==> src/rtl/svc_rv_btb_pkg.sv <==
// Shared types and helpers for the direct-mapped BTB and related predictors.
// Holds the 2-bit direction counter encoding and saturating arithmetic.
package svc_rv_btb_pkg;

    typedef logic [1:0] cnt_t;

    localparam cnt_t CNT_SNT = 2'd0;
    localparam cnt_t CNT_WNT = 2'd1;
    localparam cnt_t CNT_WT  = 2'd2;
    localparam cnt_t CNT_ST  = 2'd3;

    function automatic cnt_t sat_inc(input cnt_t c);
        return (c == CNT_ST) ? CNT_ST : cnt_t'(c + 2'd1);
    endfunction

    function automatic cnt_t sat_dec(input cnt_t c);
        return (c == CNT_SNT) ? CNT_SNT : cnt_t'(c - 2'd1);
    endfunction

endpackage

==> src/rtl/svc_rv_btb_ctr.sv <==
// 2-bit saturating direction counter next-state logic (purely combinational).
// Shared with other predictors that keep per-entry direction history.
module svc_rv_btb_ctr
    import svc_rv_btb_pkg::*;
(
    input  cnt_t cnt_i,
    input  logic taken_i,
    output cnt_t cnt_o
);

    assign cnt_o = taken_i ? sat_inc(cnt_i) : sat_dec(cnt_i);

endmodule

==> src/rtl/svc_rv_btb.sv <==
// Direct-mapped branch target buffer: registered lookup aligned with the imem
// read, trained from EX with resolved control-flow outcomes.
module svc_rv_btb
    import svc_rv_btb_pkg::*;
#(
    parameter int ENTRIES = 16,
    parameter int XLEN    = 32
) (
    input  logic            clk,
    input  logic            rst_n,

    input  logic            lookup_en,
    input  logic [XLEN-1:0] lookup_pc,
    output logic            hit,
    output logic            pred_taken,
    output logic [XLEN-1:0] pred_target,

    input  logic            upd_valid,
    input  logic [XLEN-1:0] upd_pc,
    input  logic            upd_taken,
    input  logic [XLEN-1:0] upd_target,
    input  logic            upd_uncond,

    input  logic            inv_all
);

    localparam int IDX_W = $clog2(ENTRIES);
    localparam int TAG_W = XLEN - IDX_W - 2;

    typedef struct packed {
        logic [TAG_W-1:0] tag;
        logic [XLEN-1:0]  target;
        cnt_t             cnt;
    } btb_entry_t;

    // Only valid bits are reset so the payload can live in distributed RAM.
    logic [ENTRIES-1:0] valid_q;
    btb_entry_t         mem_q [ENTRIES];

    logic            hit_q;
    logic            taken_q;
    logic [XLEN-1:0] target_q;

    logic [IDX_W-1:0] lk_idx;
    logic [TAG_W-1:0] lk_tag;
    btb_entry_t       lk_ent;
    logic             lk_hit;

    logic [IDX_W-1:0] up_idx;
    logic [TAG_W-1:0] up_tag;
    btb_entry_t       up_ent;
    logic             up_hit;
    cnt_t             up_cnt_nxt;

    logic             wr_en;
    logic             valid_set;
    btb_entry_t       wr_ent;

    logic             unused_pc_bits;

    assign unused_pc_bits = ^{lookup_pc[1:0], upd_pc[1:0]};

    assign lk_idx = lookup_pc[IDX_W+1:2];
    assign lk_tag = lookup_pc[XLEN-1:IDX_W+2];
    assign lk_ent = mem_q[lk_idx];
    assign lk_hit = valid_q[lk_idx] && (lk_ent.tag == lk_tag);

    assign up_idx = upd_pc[IDX_W+1:2];
    assign up_tag = upd_pc[XLEN-1:IDX_W+2];
    assign up_ent = mem_q[up_idx];
    assign up_hit = valid_q[up_idx] && (up_ent.tag == up_tag);

    svc_rv_btb_ctr u_ctr (
        .cnt_i   (up_ent.cnt),
        .taken_i (upd_taken),
        .cnt_o   (up_cnt_nxt)
    );

    always_comb begin
        wr_en     = 1'b0;
        valid_set = 1'b0;
        wr_ent    = up_ent;
        // inv_all wins: a same-cycle update is dropped entirely.
        if (upd_valid && !inv_all) begin
            if (up_hit) begin
                wr_en = 1'b1;
                if (upd_uncond) begin
                    wr_ent.target = upd_target;
                    wr_ent.cnt    = CNT_ST;
                end else begin
                    wr_ent.cnt = up_cnt_nxt;
                    if (upd_taken) wr_ent.target = upd_target;
                end
            end else if (upd_taken) begin
                wr_en         = 1'b1;
                valid_set     = 1'b1;
                wr_ent.tag    = up_tag;
                wr_ent.target = upd_target;
                wr_ent.cnt    = upd_uncond ? CNT_ST : CNT_WT;
            end
        end
    end

    always_ff @(posedge clk or negedge rst_n) begin
        if (!rst_n) begin
            valid_q <= '0;
        end else if (inv_all) begin
            valid_q <= '0;
        end else if (valid_set) begin
            valid_q[up_idx] <= 1'b1;
        end
    end

    always_ff @(posedge clk) begin
        if (wr_en) mem_q[up_idx] <= wr_ent;
    end

    // Lookup reads pre-edge contents; no bypass from a concurrent update.
    always_ff @(posedge clk or negedge rst_n) begin
        if (!rst_n) begin
            hit_q    <= 1'b0;
            taken_q  <= 1'b0;
            target_q <= '0;
        end else if (lookup_en) begin
            hit_q    <= lk_hit;
            taken_q  <= lk_hit && lk_ent.cnt[1];
            target_q <= lk_hit ? lk_ent.target : '0;
        end
    end

    assign hit         = hit_q;
    assign pred_taken  = taken_q;
    assign pred_target = target_q;

endmodule

==> config.mk <==
export PLATFORM = sky130hd
export DESIGN_NAME = svc_rv_btb
export DESIGN_NICKNAME = d
export VERILOG_FILES = /design/src/rtl/svc_rv_btb_pkg.sv /design/src/rtl/svc_rv_btb_ctr.sv /design/src/rtl/svc_rv_btb.sv
export SDC_FILE = /design/constraint.sdc
export NUM_CORES = 1
export LEC_CHECK = 0
export BUFFER_PORTS_ARGS = -buffer_cell sky130_fd_sc_hd__buf_2
export CAP_MARGIN = 20
export CORE_MARGIN = 2
export CORE_UTILIZATION = 30
export CTS_CLUSTER_DIAMETER = 200
export DETAILED_ROUTE_END_ITERATION = 16
export SYNTH_ARGS = -nofsm -noshare
export SYNTH_HDL_FRONTEND = slang
export SYNTH_SLANG_ARGS = --single-unit
==> constraint.sdc <==
create_clock -name clk -period 15.4 [get_ports clk]
set_input_delay 1.54 -clock clk [delete_from_list [all_inputs] [get_ports clk]]
set_output_delay 1.54 -clock clk [all_outputs]
set_load 0.01 [all_outputs]
==> flow_metrics.tcl, run 1 <==
set metrics [dict create \
    routabilityCongestion 0.873 \
    synthCells 2401 \
    yosys.cell_types.count 64 \
    ff2ff_setup_slack_ns 10.08 \
    post_cts_hold_buffer_count 0 \
    syn_nets 2504 \
    multi_input_area_sq_um 16700 \
    hold_viol 0 \
    layout-drive-gt1-share_pct 38.3 \
    fp-row-count 146 \
    area.sequential_sq_um 30100 \
    fin_nets 2637 \
    route.antenna.remaining_nets 0 \
    power.combinational.fraction_pct 8.8 \
    synthToLayoutAreaGrowth_pct 13.8 \
    commonest_non_fill_non_tap_cell_in_the_layout "edfxtp_1" \
    slowest_stage "buf_4" \
    synth-edff-count 960 \
    overflow 0 \
    worst_setup_path_start_kind "primary input" \
    post-route-period-util_pct 49.3 \
    path_cells "buf_8 > buf_4 > buf_12 > mux4_2 > mux2_2 > nor2b_1 > nor4b_1 > o22ai_1 > nor4_1 > and3_1 > o21ai_2 > nor3_2 > buf_4" \
    setup-violations-final 0 \
    cts_htree_levels 3 \
    hold_path.class "flop to flop" \
    worst-endpoint-arrival_ns 7.90 \
    worst_r2r_path_depth 10 \
    via_per_inst 5.54 \
    syn_area_per_cell_sq_um 20.0 \
    max_clock_freq_ghz 0.132 \
    clock_insertion_delay_worst_skew_ns 0.71 \
    top_level_ports 137 \
    core_area_sq_um 159000 \
    cts-resized-gates 0 \
    ir_worst_vdd_uv 84.2 \
    vias 26000 \
    cp_max_fo 103 \
    totalPowerFinal_uw 6190 \
    hold_ws_ns 0.526 \
    seq_power_share_pct 49.8 \
    area_of_placed_instances_sq_um 51000 \
    yosysSeqAreaShare_pct 62.8 \
    leading_cell_types_by_total_area_after_synthesis "edfxtp_1, mux4_2, dfrtp_1" \
    mostFrequentLayoutCells "edfxtp_1, mux4_2, buf_2" \
    setup_tns_ns 0 \
    synth.cell_area_sq_um 47900 \
    cts.root.buffer_cell "clkbuf_16" \
    max-clock-path-buffers 3 \
    tritoncts "built" \
    power.share.clock_pct 41.4 \
    synthArstFlopShare_pct 4.95 \
    grt_usage_pct 16.6 \
    cpMostUsedCell "buf_4" \
    final.setup_skew_ns 0.0343 \
    drt_first_iter_violations 2972 \
    first_global_vias 26800 \
    drv_slew 0 \
    post_cts_buffers 0 \
    place_hpwl_mm 79.7 \
    total_switching_power_uw 1410 \
    synth_warnings 0 \
    cts.clk_slew.worst_paths_ns 0.06 \
    crit_path_max_incr_delay_ns 0.92 \
    netSwitchingFraction_pct 22.8 \
    firstDrtPassIters 5 \
    rsz0062_at_grt "false" \
    tritoncts.num_buffers 103 \
    routed_wire_length_per_instance_um 29.0 \
    outcome "completed" \
    power.leakage_uw 0.0174 \
    synth_seq_cells 1010 \
    numClockSinks 1010 \
    drc_errors 0 \
    grt_max_degree 104 \
    crit_required_ns 15.71 \
    die_area_sq_um 163000 \
    layout_min_cycle_time_ns 7.59 \
    post-synth-top-area-cell "edfxtp_1" \
    grt_first_pass_wirelength_mm 196 \
    worst_pin_slew_ns 1.13 \
    power_report.internal_total_uw 4780 \
    fp.dieH_um 404 \
    max_slew_margin_pct 24.2 \
    cap_violations 0 \
    synth_top_area_share_pct 60.2 \
    critPathKind "primary input to flop" \
    port_buffers 132 \
    fillerInstances 14700 \
    p_per_area_nw_per_um2 113 \
    stdcell_area_sq_um 54500 \
    initial_core_util_pct 30.2 \
    critPathCaptureType "flop" \
    die_w_um 404 \
    whs_path_depth 2 \
    ys.flop_type "edfxtp_1" \
    grt_antenna_before_repair 21 \
    final_core_util_pct 34.4 \
    totalWireLength_mm 136 \
]
==> state kept, by name, indices dropped and copies added, names as in the netlist <==
signal / cells
pred_target: 32
mem_q: 960
pred_taken: 1
valid_q: 16
hit: 1
==> cell families after synthesis <==
family	count (synthesis)	share of synthesized area, %
mux	727	29.4
buf+inv	276	2.55
xor+xnor	50	0.914
compound gates	178	2.64
flops	1010	62.8
simple gates	160	1.71
==> worst max-delay path, delay by kind of cell <==
kind | cells | cell delay (ns)
muxes | 2 | 0.96
and+or+nand+nor | 5 | 1.80
buffers and inverters | 4 | 2.81
AOI/OAI and AO/OA | 2 | 0.42
==> path summary, 6_finish.rpt <==
path,end,start
setup reg to reg,mem_q[4][29]$_DFFE_PP_,mem_q[11][55]$_DFFE_PP_
max in group asynchronous,valid_q[9]$_DFFE_PN0P_,rst_n
hold reg to reg,pred_target[8]$_DFFE_PN0P_,pred_target[8]$_DFFE_PN0P_
min in group asynchronous,pred_target[18]$_DFFE_PN0P_,rst_n
setup / recovery,mem_q[4][29]$_DFFE_PP_,upd_pc[2]
hold / removal,pred_target[8]$_DFFE_PN0P_,pred_target[8]$_DFFE_PN0P_
==> final cells by class <==
type	count	share of cell area [%]
diodes	7	0.0321
clock buffers	125	5.06
clock inverters	69	1.32
inverters	99	0.686
multi-input cells	1115	30.6
flip-flops and latches	1010	55.2
well taps	2072	4.75
repair buffers	205	2.36
==> synth_stat cells, drive strengths merged (2+ instances only) <==
cell / number
o211ai: 2
and2: 3
o31ai: 2
nor2b: 12
a221oi: 8
nor4b: 2
a222oi: 2
buf: 102
o21ai: 16
nor4: 7
o22a: 2
or2: 3
edfxtp: 960
mux2i: 107
nand2: 41
a2111oi: 2
mux4: 536
a21oi: 19
a21bo: 2
nand3b: 2
nor2: 24
o221ai: 4
a211oi: 5
mux2: 84
nand3: 12
a21o: 5
a41oi: 3
o32ai: 17
a2bb2oi: 4
nand4: 9
nand2b: 11
a22oi: 26
nor3: 25
clkbuf: 75
or3b: 2
xor2: 18
xnor2: 32
o22ai: 50
a311oi: 3
inv: 99
dfrtp: 50
and3: 3
==> stage by stage <==
stage	instances	worst slack, ns
floorplan	2401	6.71
global placement	4494	6.92
detailed placement	4495	6.84
CTS	4689	7.61
global route	4697	7.36
finish	4702	7.81
==> layer usage <==
metal,up-vias,routed length [um],track usage (%)
li1,10600,-,-
met1,14100,57300,23.5
met2,1173,65100,26.5
met3,219,10700,3.00
met4,14,2970,3.88
met5,-,82,0
==> power groups by stage <==
stage	Sequential (uW)	Combinational [uW]	Clock, uW
after floorplan	3140	370	0
after global placement	3140	539	0
after detailed placement	3140	544	0
after CTS	3080	545	2610
after global routing	3080	583	2720
final	3080	545	2560
Note: power is estimated with default switching activity, not from simulation.
==> run 2, diff against run 1 <==
clock period = 7.83 ns   (was 15.4 ns; I/O delays follow)
==> flow_metrics.tcl, run 2 (synthesized netlist as in run 1, its figures left out) <==
set metrics [dict create \
    outcome "completed" \
    grt_first_pass_wirelength_mm 197 \
    cts_htree_levels 3 \
    fillerInstances 14800 \
    grt_max_degree 78 \
    max_slew_margin_pct 28.0 \
    layout_min_cycle_time_ns 5.53 \
    fp.dieH_um 404 \
    cell_family_with_the_largest_share_of_critical_path_delay "buffers and inverters" \
    multi_input_area_sq_um 16700 \
    cts-resized-gates 0 \
    ff2ff_setup_slack_ns 3.11 \
    drt_first_iter_violations 3078 \
    drv_slew 0 \
    slowest_stage "mux4_2" \
    firstDrtPassIters 5 \
    gr-usage-met2_pct 26.1 \
    grt_antenna_before_repair 19 \
    crit_required_ns 8.22 \
    gr-max-usage-layer "met2" \
    routabilityCongestion 0.859 \
    post-route-period-util_pct 70.6 \
    cp_max_fo 72 \
    place_inst 4508 \
    layout-drive-gt1-share_pct 38.1 \
    vias 26100 \
    overflow 0 \
    layout_setup_ws_ns 2.30 \
    max_clock_freq_ghz 0.181 \
    worst_pin_slew_ns 1.08 \
    place_hpwl_mm 79.3 \
    synthToLayoutAreaGrowth_pct 13.6 \
    path_cells "buf_8 > buf_4 > mux4_2 > a22oi_1 > a41oi_1 > a311oi_1 > nand4_1 > nor4_1 > nand4_1 > nand3_2 > buf_4 > mux2_2" \
    drc_errors 0 \
    worst_r2r_startpoint "mem_q[11][55]$_DFFE_PP_" \
    worst_setup_path_start_kind "primary input" \
    largest_register_ff_count 960 \
    ir_worst_vdd_uv 149 \
    hold_path.class "primary input to async pin" \
    post_cts_hold_buffer_count 0 \
    critPathCaptureType "flop" \
    gr-usage-met3_pct 4.23 \
    clock_insertion_delay_worst_skew_ns 0.70 \
    worst-endpoint-arrival_ns 5.92 \
    route.antenna.remaining_nets 0 \
    critPathKind "primary input to flop" \
    mostFrequentLayoutCells "edfxtp_1, mux4_2, buf_2" \
    initial_core_util_pct 30.2 \
    preCtsSetupSlack_ns 1.56 \
    register_with_the_highest_flop_count "mem_q" \
    grtUsageMet1_pct 23.2 \
    via_per_inst 5.55 \
    worst_r2r_path_depth 10 \
    post_cts_buffers 0 \
    die_area_sq_um 163000 \
    port_buffers 132 \
    hold_ws_ns 0.159 \
    setup-violations-final 0 \
    core_area_sq_um 159000 \
    top_level_ports 137 \
    max-clock-path-buffers 3 \
    numClockSinks 1010 \
    area.sequential_sq_um 30100 \
    power.leakage_uw 0.0174 \
    commonest_non_fill_non_tap_cell_in_the_layout "edfxtp_1" \
    final.setup_skew_ns 0.0229 \
    tritoncts "built" \
    hold_viol 0 \
    critical_path_buffer_and_inverter_count 3 \
    first_global_vias 26600 \
    stdcell_area_sq_um 54400 \
    cts.root.buffer_cell "clkbuf_16" \
    post_layout_nonfiller_instances 4702 \
    cts.clk_slew.worst_paths_ns 0.06 \
    tritoncts.num_buffers 104 \
    fp-row-count 146 \
    routed_wire_length_per_instance_um 29.2 \
    die_w_um 404 \
    totalWireLength_mm 138 \
    crit_path_max_incr_delay_ns 0.67 \
    grt_usage_pct 16.7 \
    cap_violations 0 \
    crit-reg2reg-capture "mem_q[5][10]$_DFFE_PP_" \
    rsz0062_at_grt "false" \
    fin_nets 2649 \
    p_per_area_nw_per_um2 219 \
    area_of_placed_instances_sq_um 51100 \
]
[run 2: cell types whose count changed in the layout (fill, tap and decap cells not counted), moves of 2 or more]
cell / before / now
buf_12: 1 / 5
buf_4: 74 / 80
bufinv_16: 12 / 7
clkbuf_1: 13 / 19
clkbuf_16: 104 / 106
clkbuf_8: 9 / 6
clkinv_1: 19 / 21
clkinvlp_4: 9 / 5
diode_2: 7 / 2
inv_6: 5 / 3
[run 2: report_power, final]
group / internal (uW) / switching, uW / total [uW]
Combinational: 437 / 640 / 1080
Clock: 2740 / 2080 / 4820
Sequential: 6050 / 9.57 / 6060
[run 2: area by class of cell]
type / instances / share of cell area, %
Antenna cell: 2 / 0.00919
Multi-Input combinational cell: 1115 / 30.7
Tap cell: 2072 / 4.76
Timing Repair Buffer: 216 / 2.63
Clock buffer: 129 / 5.10
Sequential cell: 1010 / 55.2
Inverter: 99 / 0.687
Clock inverter: 59 / 0.894
[run 2: how the worst max path moves through the flow]
stage                                          to  depth (start not counted)       from
after CTS                  mem_q[5][49]$_DFFE_PP_                         12  upd_pc[3]
after global placement     mem_q[0][38]$_DFFE_PP_                         12  upd_pc[3]
after global routing      mem_q[12][42]$_DFFE_PP_                         12  upd_pc[2]
after detailed placement   mem_q[8][49]$_DFFE_PP_                         12  upd_pc[3]
after floorplan            mem_q[10][0]$_DFFE_PP_                         13  upd_pc[2]
final                     mem_q[12][42]$_DFFE_PP_                         12  upd_pc[2]
[run 2: per-stage QoR]
step                total power [uW]  setup TNS, ns  util [%]
finish                         12000              0      34.3
global route                   12300              0      34.3
CTS                            12000              0      34.3
detailed placement              7250              0      32.2
global placement                7240              0      32.2
floorplan                       6900         -37.91         -
[run 2: layer usage]
metal,up-vias,part of all wire (%)
met2,1242,46
li1,10600,-
met1,14000,42
met3,241,9.1
met5,-,0.044
met4,10,2.9
[run 2: worst reg2reg max path, stage by stage (launching register included)]
cell,delay [ns]
edfxtp_1,0.39
mux4_2,0.47
mux2i_1,0.46
o22ai_1,0.15
or3b_1,0.46
and2_1,0.19
nor4b_1,0.39
a41oi_1,0.22
nor2_4,0.69
buf_4,0.41
mux2_1,0.56
